--- config.mk ---
export PLATFORM = sky130hd
export DESIGN_NAME = i2c_master_fifo_seq
export DESIGN_NICKNAME = d
export VERILOG_FILES = /design/src/rtl/i2c_master_fifo_seq.sv
export SDC_FILE = /design/constraint.sdc
export NUM_CORES = 1
export LEC_CHECK = 0
export ABC_CLOCK_PERIOD_IN_PS = 3900
export BUFFER_PORTS_ARGS = -buffer_cell sky130_fd_sc_hd__buf_2
export CAP_MARGIN = 5
export CORE_MARGIN = 10
export CORE_UTILIZATION = 45
export CTS_CLUSTER_DIAMETER = 100
export DETAILED_ROUTE_END_ITERATION = 7
export MAX_ROUTING_LAYER = met4
export PLACE_DENSITY = 0.69
export SYNTH_ARGS = -nofsm -noshare
export SYNTH_HDL_FRONTEND = slang
export SYNTH_SLANG_ARGS = --single-unit
--- constraint.sdc ---
create_clock -name i_sysclk -period 3.9 [get_ports i_sysclk]
set_input_delay 0.78 -clock i_sysclk [delete_from_list [all_inputs] [get_ports i_sysclk]]
set_output_delay 0.78 -clock i_sysclk [all_outputs]
set_load 0.01 [all_outputs]
--- src/rtl/i2c_master_fifo_seq.sv ---
// I2C master front end: CPU register port, TX command FIFO, RX data FIFO and a
// sequencer that feeds i2c_master_byte_ctl one command at a time.
package i2c_master_fifo_seq_pkg;

  typedef struct packed {
    logic       nak;
    logic       read;
    logic       stop;
    logic       start;
    logic [7:0] data;
  } tx_entry_t;

  typedef enum logic [3:0] {
    CMD_IDLE     = 4'd0,
    CMD_START    = 4'd1,
    CMD_STOP     = 4'd2,
    CMD_WRITE    = 4'd3,
    CMD_READ_ACK = 4'd4,
    CMD_READ_NAK = 4'd5
  } cmd_t;

endpackage

module i2c_master_fifo_seq
  import i2c_master_fifo_seq_pkg::*;
#(
  parameter int unsigned FIFO_DEPTH = 8,
  parameter logic [15:0] PSC_RESET  = 16'd384
) (
  input  logic        i_sysclk,
  input  logic        i_reset_n,
  input  logic        i_wr_ena,
  input  logic [4:0]  i_wr_addr,
  input  logic [7:0]  i_wr_data,
  input  logic        i_rd_ena,
  input  logic [4:0]  i_rd_addr,
  output logic [7:0]  o_rd_data,
  output logic        o_read_ready,
  output logic        o_write_ready,
  output logic        o_interrupt,
  output logic        o_enable,
  output logic [15:0] o_prescale,
  output logic [3:0]  o_cmd,
  output logic        o_cmd_trig,
  output logic [7:0]  o_wr_data,
  input  logic        i_cmd_ack,
  input  logic        i_i2c_ack,
  input  logic        i_i2c_al,
  input  logic [7:0]  i_rx_data
);

  localparam int unsigned AW = (FIFO_DEPTH > 1) ? $clog2(FIFO_DEPTH) : 1;
  localparam int unsigned CW = AW + 1;
  localparam logic [CW-1:0] FULL_CNT = CW'(FIFO_DEPTH);

  localparam logic [2:0] A_CTRL   = 3'd0;
  localparam logic [2:0] A_PSC_LO = 3'd1;
  localparam logic [2:0] A_PSC_HI = 3'd2;
  localparam logic [2:0] A_STATUS = 3'd3;
  localparam logic [2:0] A_TXCMD  = 3'd4;
  localparam logic [2:0] A_TXDATA = 3'd5;
  localparam logic [2:0] A_RXDATA = 3'd6;
  localparam logic [2:0] A_LEVEL  = 3'd7;

  typedef enum logic [2:0] {
    S_IDLE, S_FETCH, S_START, S_WRITE, S_READ, S_STOP, S_NAK_STOP, S_POP
  } state_t;

  state_t      state, state_nxt;
  logic        issued, issued_nxt;
  tx_entry_t   cur, cur_nxt;
  logic [3:0]  cmd_nxt;
  logic        trig_nxt;
  logic [7:0]  wdata_nxt;

  logic        en, ie, busy, st_nak, st_al, st_done;
  logic        ie_nxt, busy_nxt, nak_nxt, al_nxt, done_nxt;
  logic [15:0] psc;
  logic [3:0]  txcmd;

  tx_entry_t   tx_mem [FIFO_DEPTH];
  logic [AW-1:0] tx_wp, tx_rp;
  logic [CW-1:0] tx_count, tx_count_nxt;
  logic [7:0]  rx_mem [FIFO_DEPTH];
  logic [AW-1:0] rx_wp, rx_rp;
  logic [CW-1:0] rx_count, rx_count_nxt;

  logic wr_ctrl, wr_status, wr_txdata, rd_rxdata;
  logic tx_full, tx_empty, rx_full, rx_empty;
  logic tx_push, tx_pop, tx_flush, rx_push, rx_pop, rx_flush;
  logic cpu_flush, dis_abort, al_abort;
  logic fsm_pop, fsm_tx_flush, fsm_rx_push;
  logic set_nak, set_al, set_done, set_busy, clr_busy;
  logic [7:0] rd_mux;
  tx_entry_t tx_head;
  logic unused_addr_bits;

  assign unused_addr_bits = ^{i_wr_addr[1:0], i_rd_addr[1:0]};

  // Register-port decode and FIFO handshakes
  assign wr_ctrl   = i_wr_ena && (i_wr_addr[4:2] == A_CTRL);
  assign wr_status = i_wr_ena && (i_wr_addr[4:2] == A_STATUS);
  assign wr_txdata = i_wr_ena && (i_wr_addr[4:2] == A_TXDATA);
  assign rd_rxdata = i_rd_ena && (i_rd_addr[4:2] == A_RXDATA);

  assign tx_full  = (tx_count == FULL_CNT);
  assign tx_empty = (tx_count == '0);
  assign rx_full  = (rx_count == FULL_CNT);
  assign rx_empty = (rx_count == '0);
  assign tx_head  = tx_mem[tx_rp];

  assign cpu_flush = wr_ctrl && i_wr_data[2];
  assign dis_abort = wr_ctrl && !i_wr_data[0] && (state != S_IDLE);
  assign tx_push   = wr_txdata && !tx_full;
  assign tx_pop    = fsm_pop && !tx_empty;
  assign tx_flush  = cpu_flush || dis_abort || fsm_tx_flush;
  assign rx_push   = fsm_rx_push && !rx_full;
  assign rx_pop    = rd_rxdata && !rx_empty;
  assign rx_flush  = cpu_flush || dis_abort;

  assign o_enable   = en;
  assign o_prescale = psc;

  always_comb begin
    tx_count_nxt = tx_count;
    rx_count_nxt = rx_count;
    if (tx_flush)               tx_count_nxt = '0;
    else if (tx_push && !tx_pop) tx_count_nxt = tx_count + CW'(1);
    else if (!tx_push && tx_pop) tx_count_nxt = tx_count - CW'(1);
    if (rx_flush)               rx_count_nxt = '0;
    else if (rx_push && !rx_pop) rx_count_nxt = rx_count + CW'(1);
    else if (!rx_push && rx_pop) rx_count_nxt = rx_count - CW'(1);
  end

  // FIFO pointers and counts; a flush overrides any same-cycle push or pop
  always_ff @(posedge i_sysclk or negedge i_reset_n) begin
    if (!i_reset_n) begin
      tx_wp    <= '0;
      tx_rp    <= '0;
      tx_count <= '0;
      rx_wp    <= '0;
      rx_rp    <= '0;
      rx_count <= '0;
      o_write_ready <= 1'b1;
      o_read_ready  <= 1'b0;
    end else begin
      tx_count <= tx_count_nxt;
      rx_count <= rx_count_nxt;
      o_write_ready <= (tx_count_nxt != FULL_CNT);
      o_read_ready  <= (rx_count_nxt != '0);
      if (tx_flush) begin
        tx_wp <= '0;
        tx_rp <= '0;
      end else begin
        if (tx_push) tx_wp <= tx_wp + AW'(1);
        if (tx_pop)  tx_rp <= tx_rp + AW'(1);
      end
      if (rx_flush) begin
        rx_wp <= '0;
        rx_rp <= '0;
      end else begin
        if (rx_push) rx_wp <= rx_wp + AW'(1);
        if (rx_pop)  rx_rp <= rx_rp + AW'(1);
      end
    end
  end

  always_ff @(posedge i_sysclk) begin
    if (tx_push) tx_mem[tx_wp] <= {txcmd, i_wr_data};
    if (rx_push) rx_mem[rx_wp] <= i_rx_data;
  end

  // Sequencer next-state and command outputs
  always_comb begin
    state_nxt    = state;
    issued_nxt   = issued;
    cur_nxt      = cur;
    cmd_nxt      = o_cmd;
    trig_nxt     = 1'b0;
    wdata_nxt    = o_wr_data;
    fsm_pop      = 1'b0;
    fsm_tx_flush = 1'b0;
    fsm_rx_push  = 1'b0;
    al_abort     = 1'b0;
    set_nak      = 1'b0;
    set_al       = 1'b0;
    set_done     = 1'b0;
    set_busy     = 1'b0;
    clr_busy     = 1'b0;
    case (state)
      S_IDLE: begin
        issued_nxt = 1'b0;
        if (en && !tx_empty) state_nxt = S_FETCH;
      end
      S_FETCH: begin
        issued_nxt = 1'b0;
        if (tx_empty) begin
          state_nxt = S_IDLE;
        end else begin
          cur_nxt = tx_head;
          if (tx_head.start)     state_nxt = S_START;
          else if (tx_head.read) state_nxt = S_READ;
          else                   state_nxt = S_WRITE;
        end
      end
      S_START: begin
        if (!issued) begin
          trig_nxt   = 1'b1;
          cmd_nxt    = CMD_START;
          issued_nxt = 1'b1;
        end else if (i_cmd_ack) begin
          issued_nxt = 1'b0;
          cmd_nxt    = CMD_IDLE;
          if (i_i2c_al) begin
            al_abort = 1'b1;
          end else begin
            set_busy  = 1'b1;
            state_nxt = cur.read ? S_READ : S_WRITE;
          end
        end
      end
      S_WRITE: begin
        if (!issued) begin
          trig_nxt   = 1'b1;
          cmd_nxt    = CMD_WRITE;
          wdata_nxt  = cur.data;
          issued_nxt = 1'b1;
        end else if (i_cmd_ack) begin
          issued_nxt = 1'b0;
          cmd_nxt    = CMD_IDLE;
          if (i_i2c_al) begin
            al_abort = 1'b1;
          end else if (i_i2c_ack) begin
            set_nak      = 1'b1;
            fsm_tx_flush = 1'b1;
            state_nxt    = S_NAK_STOP;
          end else begin
            state_nxt = cur.stop ? S_STOP : S_POP;
          end
        end
      end
      S_READ: begin
        // The byte just before STOP is NAKed so the slave releases SDA
        if (!issued) begin
          if (!rx_full) begin
            trig_nxt   = 1'b1;
            cmd_nxt    = (cur.nak || cur.stop) ? CMD_READ_NAK : CMD_READ_ACK;
            issued_nxt = 1'b1;
          end
        end else if (i_cmd_ack) begin
          issued_nxt = 1'b0;
          cmd_nxt    = CMD_IDLE;
          if (i_i2c_al) begin
            al_abort = 1'b1;
          end else begin
            fsm_rx_push = 1'b1;
            state_nxt   = cur.stop ? S_STOP : S_POP;
          end
        end
      end
      S_STOP, S_NAK_STOP: begin
        if (!issued) begin
          trig_nxt   = 1'b1;
          cmd_nxt    = CMD_STOP;
          issued_nxt = 1'b1;
        end else if (i_cmd_ack) begin
          issued_nxt = 1'b0;
          cmd_nxt    = CMD_IDLE;
          clr_busy   = 1'b1;
          if (i_i2c_al)             al_abort  = 1'b1;
          else if (state == S_STOP) state_nxt = S_POP;
          else                      state_nxt = S_IDLE;
        end
      end
      S_POP: begin
        fsm_pop = 1'b1;
        if ((tx_count <= CW'(1)) && !tx_push) begin
          state_nxt = S_IDLE;
          set_done  = 1'b1;
        end else begin
          state_nxt = S_FETCH;
        end
      end
      default: state_nxt = S_IDLE;
    endcase
    if (al_abort) begin
      set_al       = 1'b1;
      fsm_tx_flush = 1'b1;
      clr_busy     = 1'b1;
      state_nxt    = S_IDLE;
    end
    if (dis_abort) begin
      state_nxt  = S_IDLE;
      issued_nxt = 1'b0;
      cmd_nxt    = CMD_IDLE;
      trig_nxt   = 1'b0;
      set_busy   = 1'b0;
      clr_busy   = 1'b1;
    end
  end

  always_ff @(posedge i_sysclk or negedge i_reset_n) begin
    if (!i_reset_n) begin
      state      <= S_IDLE;
      issued     <= 1'b0;
      cur        <= '0;
      o_cmd      <= CMD_IDLE;
      o_cmd_trig <= 1'b0;
      o_wr_data  <= 8'h00;
    end else begin
      state      <= state_nxt;
      issued     <= issued_nxt;
      cur        <= cur_nxt;
      o_cmd      <= cmd_nxt;
      o_cmd_trig <= trig_nxt;
      o_wr_data  <= wdata_nxt;
    end
  end

  // Sticky status: a hardware set beats a same-cycle W1C
  always_comb begin
    ie_nxt   = wr_ctrl ? i_wr_data[1] : ie;
    nak_nxt  = set_nak  || (st_nak  && !(wr_status && i_wr_data[5]));
    al_nxt   = set_al   || (st_al   && !(wr_status && i_wr_data[6]));
    done_nxt = set_done || (st_done && !(wr_status && i_wr_data[7]));
    busy_nxt = set_busy ? 1'b1 : (clr_busy ? 1'b0 : busy);
  end

  always_comb begin
    rd_mux = 8'h00;
    case (i_rd_addr[4:2])
      A_CTRL:   rd_mux = {6'b0, ie, en};
      A_PSC_LO: rd_mux = psc[7:0];
      A_PSC_HI: rd_mux = psc[15:8];
      A_STATUS: rd_mux = {st_done, st_al, st_nak, rx_empty, rx_full, tx_empty, tx_full, busy};
      A_TXCMD:  rd_mux = {4'b0, txcmd};
      A_RXDATA: rd_mux = rx_empty ? 8'h00 : rx_mem[rx_rp];
      A_LEVEL:  rd_mux = {4'(rx_count), 4'(tx_count)};
      default:  rd_mux = 8'h00;
    endcase
  end

  always_ff @(posedge i_sysclk or negedge i_reset_n) begin
    if (!i_reset_n) begin
      en          <= 1'b0;
      ie          <= 1'b0;
      psc         <= PSC_RESET;
      txcmd       <= 4'h0;
      busy        <= 1'b0;
      st_nak      <= 1'b0;
      st_al       <= 1'b0;
      st_done     <= 1'b0;
      o_rd_data   <= 8'h00;
      o_interrupt <= 1'b0;
    end else begin
      if (wr_ctrl) en <= i_wr_data[0];
      if (i_wr_ena && (i_wr_addr[4:2] == A_PSC_LO)) psc[7:0]  <= i_wr_data;
      if (i_wr_ena && (i_wr_addr[4:2] == A_PSC_HI)) psc[15:8] <= i_wr_data;
      if (i_wr_ena && (i_wr_addr[4:2] == A_TXCMD))  txcmd     <= i_wr_data[3:0];
      ie          <= ie_nxt;
      busy        <= busy_nxt;
      st_nak      <= nak_nxt;
      st_al       <= al_nxt;
      st_done     <= done_nxt;
      o_interrupt <= ie_nxt && (done_nxt || nak_nxt || al_nxt);
      if (i_rd_ena) o_rd_data <= rd_mux;
    end
  end

endmodule

* After elaboration in Yosys (flattened, before gate mapping)
Memories as Yosys holds them, arrays and structs flattened. Cells that the tools add are included.
Cells by class: $add $sub $neg 8, $lt $le $gt $ge 1, eq/ne operators 35, mux-type cells 91, bitwise logic cells 2, reductions and logical operators 69
Operators with widths (count):
- 2-to-1 mux 3 bit | 28
- != test 4 bit, second input constant | 15
- case mux 8 bit (7 select lines) | 1
- 2-to-1 mux 4 bit | 13
- 2-to-1 mux 1 bit | 42
- equality test 3 bit, second input constant | 9
- logical AND 1 bit | 27
- case mux 3 bit (7 select lines) | 1
- equality test 3 x 2 -> 1 bit, second input constant | 6
- case mux 4 bit (4 select lines) | 1
- AND reduction 13 bit | 1
- adder 3 x 1 -> 3 bit, second input constant | 4
- logical NOT 1 bit | 12
- nonzero test 2 bit | 5
- equality test 3 x 1 -> 1 bit, second input constant | 3
- logical NOT 3 bit | 3
- adder 4 x 1 -> 4 bit, second input constant | 2
- equality test 4 bit, second input constant | 2
- logical NOT 4 bit | 2
- logical OR 1 bit | 8
- 2-to-1 mux 8 bit | 1
- nonzero test 4 bit | 2
- subtractor 4 x 1 -> 4 bit, second input constant | 2
- AND reduction 2 bit | 3
- 10 further kinds | 13
Storage, ports and cells: bits in registers 85, RAM bits 160, logic and storage cells 236, memories 2
Memory list:
- tx_mem | words 8, width 12, rd ports 1, clocked after Yosys merged registers in 0, wr ports 1, line 81 | tx_entry_t tx_mem [FIFO_DEPTH];
- rx_mem | words 8, width 8, rd ports 1, clocked after Yosys merged registers in 0, wr ports 1, line 84 | logic [7:0] rx_mem [FIFO_DEPTH];

* Longest topological paths before layout
word-level depth 11, gate-level depth with buffers 9

* Worst setup path after synthesis
Ideal clock, no wire load.
path type input to register, from in i_i2c_al, to mem rx_mem[1][0], enable pin, arrival 2.752 ns, slack 0.750 ns, stages 5, path buffers 2, cells stage by stage nand3b_1 > or4_1 > clkbuf_1 > buf_2 > nor4b_1
On the way: word-level cells in the longest chain between the ends 7
Ends and longest elaborated chain:
- start: declaration | line 48 | input logic i_i2c_al,
- 2-to-1 mux 1 bit | line 253 | if (i_i2c_al) begin
- 2-to-1 mux 1 bit
- 2-to-1 mux 1 bit | line 244 | if (!issued) begin
- 2-to-1 mux 1 bit | line 190 | case (state)
- logical AND 1 bit | line 117 | assign rx_push = fsm_rx_push && !rx_full;
- 2-to-1 mux 1 bit | line 170 | if (rx_push) rx_mem[rx_wp] <= i_rx_data;
- 2-to-1 mux 1 bit (implied by the code) | line 170
- end: declaration | line 84
No other way between the ends.

* Worst setup path in the final report
from reg rx_count[0], to reg o_read_ready
On the way: word-level cells in the longest chain between the ends 9, elaborated cells between the ends (all ways) 16, those cells by class add/sub (2); eq/ne (1); mux (3); reduce/logical (10)
Ends and longest elaborated chain:
- start: declaration | line 86 | logic [CW-1:0] rx_count, rx_count_nxt;
- start signal: assignment | line 148 | rx_count <= rx_count_nxt;
- equality test 4 bit | line 108 | assign rx_full = (rx_count == FULL_CNT);
- logical NOT 1 bit
- logical AND 1 bit | line 117
- logical NOT 1 bit | line 132 | else if (!rx_push && rx_pop) rx_count_nxt = rx_count - CW'(1);
- logical AND 1 bit | line 132
- 2-to-1 mux 4 bit | line 132
- 2-to-1 mux 4 bit (*) | line 131 | else if (rx_push && !rx_pop) rx_count_nxt = rx_count + CW'(1);
- 2-to-1 mux 4 bit (*) | line 130 | if (rx_flush) rx_count_nxt = '0;
- nonzero test 4 bit (*) | line 150 | o_read_ready <= (rx_count_nxt != '0);
- end signal: assignment | line 150
- end: declaration | line 38 | output logic o_read_ready,
Mark *: on every way between the ends. The rest lies on a longest branch, timed or not. A chain may end at the register's enable or synchronous reset.

==> results.ini <==
[worst_setup_path]
cp.required_ns = 4.31
end_kind = flop
cp-start-kind = flop
arrival_ns = 3.31
worstReg2RegStart = rx_count[0]$_DFF_PN0_
crit-reg2reg-capture = o_read_ready$_DFF_PN0_
worstRegToRegCells = 7
path_max_fanout = 12
crit_type = reg -> reg
rrSetupSlack_ns = 1.01

[floorplan]
core_sq_um = 23260
dieArea_sq_um = 30020
die_x_microns = 173.3
start_util_pct = 45.44
row_count = 56
boundaryPins = 74
die_h_microns = 173.3

[cts]
cts_buffers = 25
cts_root_buffer = clkbuf_16
hold_buffers = 0
cts.clk_slew.worst_paths_ns = 0.06
ctsResizeCount = 0
cts.sinks = 245
cts.path.max_buffers = 3
cts_max_level = 1
cts_setup_buffers = 0
cts_tree = done
insertion_delay_ns = 0.53

[drt]
drt-initial-drc-count = 628
dr_total_vias = 6290
ant_nets = 0
met3WireLength_microns = 1412
highest_layer = met4
via_per_inst = 5.611
drc_errors = 0
drt_wl_total_microns = 23850
wl_met2_microns = 11450
m1WireLength_microns = 10650
wl_per_cell_microns = 21.28
drt_pass1_iterations = 5

[sta]
fin_crit_ns = 2.894
worst_clock_skew_ns = 0.01703
fin_tns_setup_ns = 0
tightest_slew_ns = 1.095
fin_hold_ws_ns = 0.4534
timing.slew.headroom_pct = 26.03
rsz0062_at_grt = no
fin_crit_sh_pct = 74.19
fmax_ghz = 0.3456
hold_viol_final = 0
setup_viol = 0
slew_viol_final = 0

[flow_run]
max_cap_violations = 0

[global_route]
grt_pass1_vias = 6375
antenna_found_initial = 2
grt_max_degree = 86
overflow = 0
grt_pass1_wl_microns = 37560
track_usage_pct = 16.02

[logic_synthesis]
ys_ff_latch = 245
synth.distinct_cells = 68
seq_area_frac_synth_pct = 65.61
synth_edf_count = 160
netlist_area_sq_um = 10570
synthTopCellsByArea = edfxtp_1 (45%), dfrtp_1 (19%), mux4_2 (8.3%)
synthesis.nets = 741
synthArstFlopShare_pct = 34.69
yosys.area.top_type_share_pct = 45.45
avgSynthCellArea_sq_um = 15.12
synth_warnings = 0
synth_cells = 699
synth_largest_area_cell = edfxtp_1
synth_flop_cell = edfxtp_1

[power]
p_int_w = 0.005555
leakagePower_nw = 4.499
peakVddDrop_uv = 410.8
clockPowerShare_pct = 30.3
seqPwrFrac_pct = 45.0
p_sw_w = 0.002425
comb_power_share_pct = 24.7
pwr_density_cell_nw_per_um2 = 652.2
swShare_pct = 30.39

[layout]
fillCellCount = 1945
area_growth_pct = 15.74
final_core_util_pct = 52.59
final_layout_size_suffix_gt1_share_pct = 28.75
final_common_cell = edfxtp_1
fin_area_sq_um = 12230
nets = 824
layout_common_cells = edfxtp_1 (160), dfrtp_1 (82), buf_2 (68), nand2_1 (46), mux4_2 (39)

[place]
placed_cell_area_sq_um = 11400
gp_congestion = 0.8285
port_buffers = 69
hpwl_microns = 16000

[worst_hold_path]
holdCritPathClass = in -> async

[status]
status = finished, final reports clean

-- flip-flops by register name (all words and copies together) (netlist names), 8 cells and up --
signal and cells:
cur 11, o_wr_data 8, o_prescale 16, o_rd_data 8, tx_mem 96, rx_mem 64
-- critical path, stage by stage, from the launching register on --
cell     delay [ns]
dfrtp_1        0.50
inv_1          0.08
ha_1           0.26
and3b_1        0.26
or4_1          0.79
xnor2_1        0.28
o32a_1         0.32
a211o_1        0.29
-- per-layer routing --
metal | GRT usage, % | vias to the layer above
met4 | 3.629 | 0
met1 | 21.29 | 3210
met3 | 3.398 | 34
met2 | 24.93 | 168
met5 | - | -
li1 | - | 2878
-- power groups by stage --
stage | clock network (W) | registers [W] | logic (W)
2_1_floorplan | 0 | 0.00343 | 0.00154
3_3_place_gp | 0 | 0.00364 | 0.00195
3_5_place_dp | 0 | 0.00364 | 0.00198
4_1_cts | 0.00245 | 0.00359 | 0.00199
5_1_grt | 0.00254 | 0.00366 | 0.00218
6_report | 0.00241 | 0.00359 | 0.00197
-- final cells by class --
cell class                 instances  area (sq um)  area share (%)
sequential                       245          6935           56.69
multi-input combinational        397          3460           28.28
clock buffer                      30         644.4           5.267
timing repair buffer              95         543.0           4.439
tap                              319         399.1           3.262
clock inverter                    15         180.2           1.473
inverter                          18         67.56          0.5523
antenna                            2         5.005         0.04091
-- cell usage after synthesis (all sizes together) (5+ instances only) --
master,n
ha,9
a22oi,6
nor4,6
a22o,7
and2,5
mux2i,24
nor2,35
nand2b,5
mux2,38
xnor2,8
buf,17
edfxtp,160
a21oi,19
o22ai,11
nor3,13
nand3,14
nor3b,8
nor4b,6
o21ai,24
dfrtp,82
nand2,46
mux4,39
inv,18
clkbuf,22
-- per-stage QoR --
stage	worst slack, ns	cells	power [W]
after global placement	0.8398	1074	0.005582
after global routing	0.8243	1121	0.008379
final	1.006	1121	0.007980
after detailed placement	0.8231	1074	0.005620
after CTS	0.9782	1119	0.008037
after floorplan	0.7496	699	0.004970
-- how the worst max path moves through the flow --
stage | start | endpoint | slack (ns) | depth (start not counted)
final | rx_count[0]$_DFF_PN0_ | o_read_ready$_DFF_PN0_ | 1.01 | 7
after global routing | rx_count[0]$_DFF_PN0_ | rx_mem[4][6]$_DFFE_PP_ | 0.82 | 7
after CTS | rx_count[0]$_DFF_PN0_ | rx_mem[4][6]$_DFFE_PP_ | 0.98 | 7
after detailed placement | i_i2c_al | rx_mem[4][0]$_DFFE_PP_ | 0.82 | 6
after global placement | i_i2c_al | rx_mem[4][0]$_DFFE_PP_ | 0.84 | 6
after floorplan | i_i2c_al | rx_mem[1][0]$_DFFE_PP_ | 0.75 | 5
-- logic make-up after synthesis --
| group | synth area share (%) |
|---|---|
| adders and majority gates | 1.065 |
| and+or+nand+nor | 8.535 |
| xor gates and xnor gates | 0.9943 |
| AOI/OAI and AO/OA | 6.961 |
| DFF | 65.61 |
| muxes | 14.63 |
| buffers and inverters | 2.202 |
Note: power is estimated with default switching activity, not from simulation.
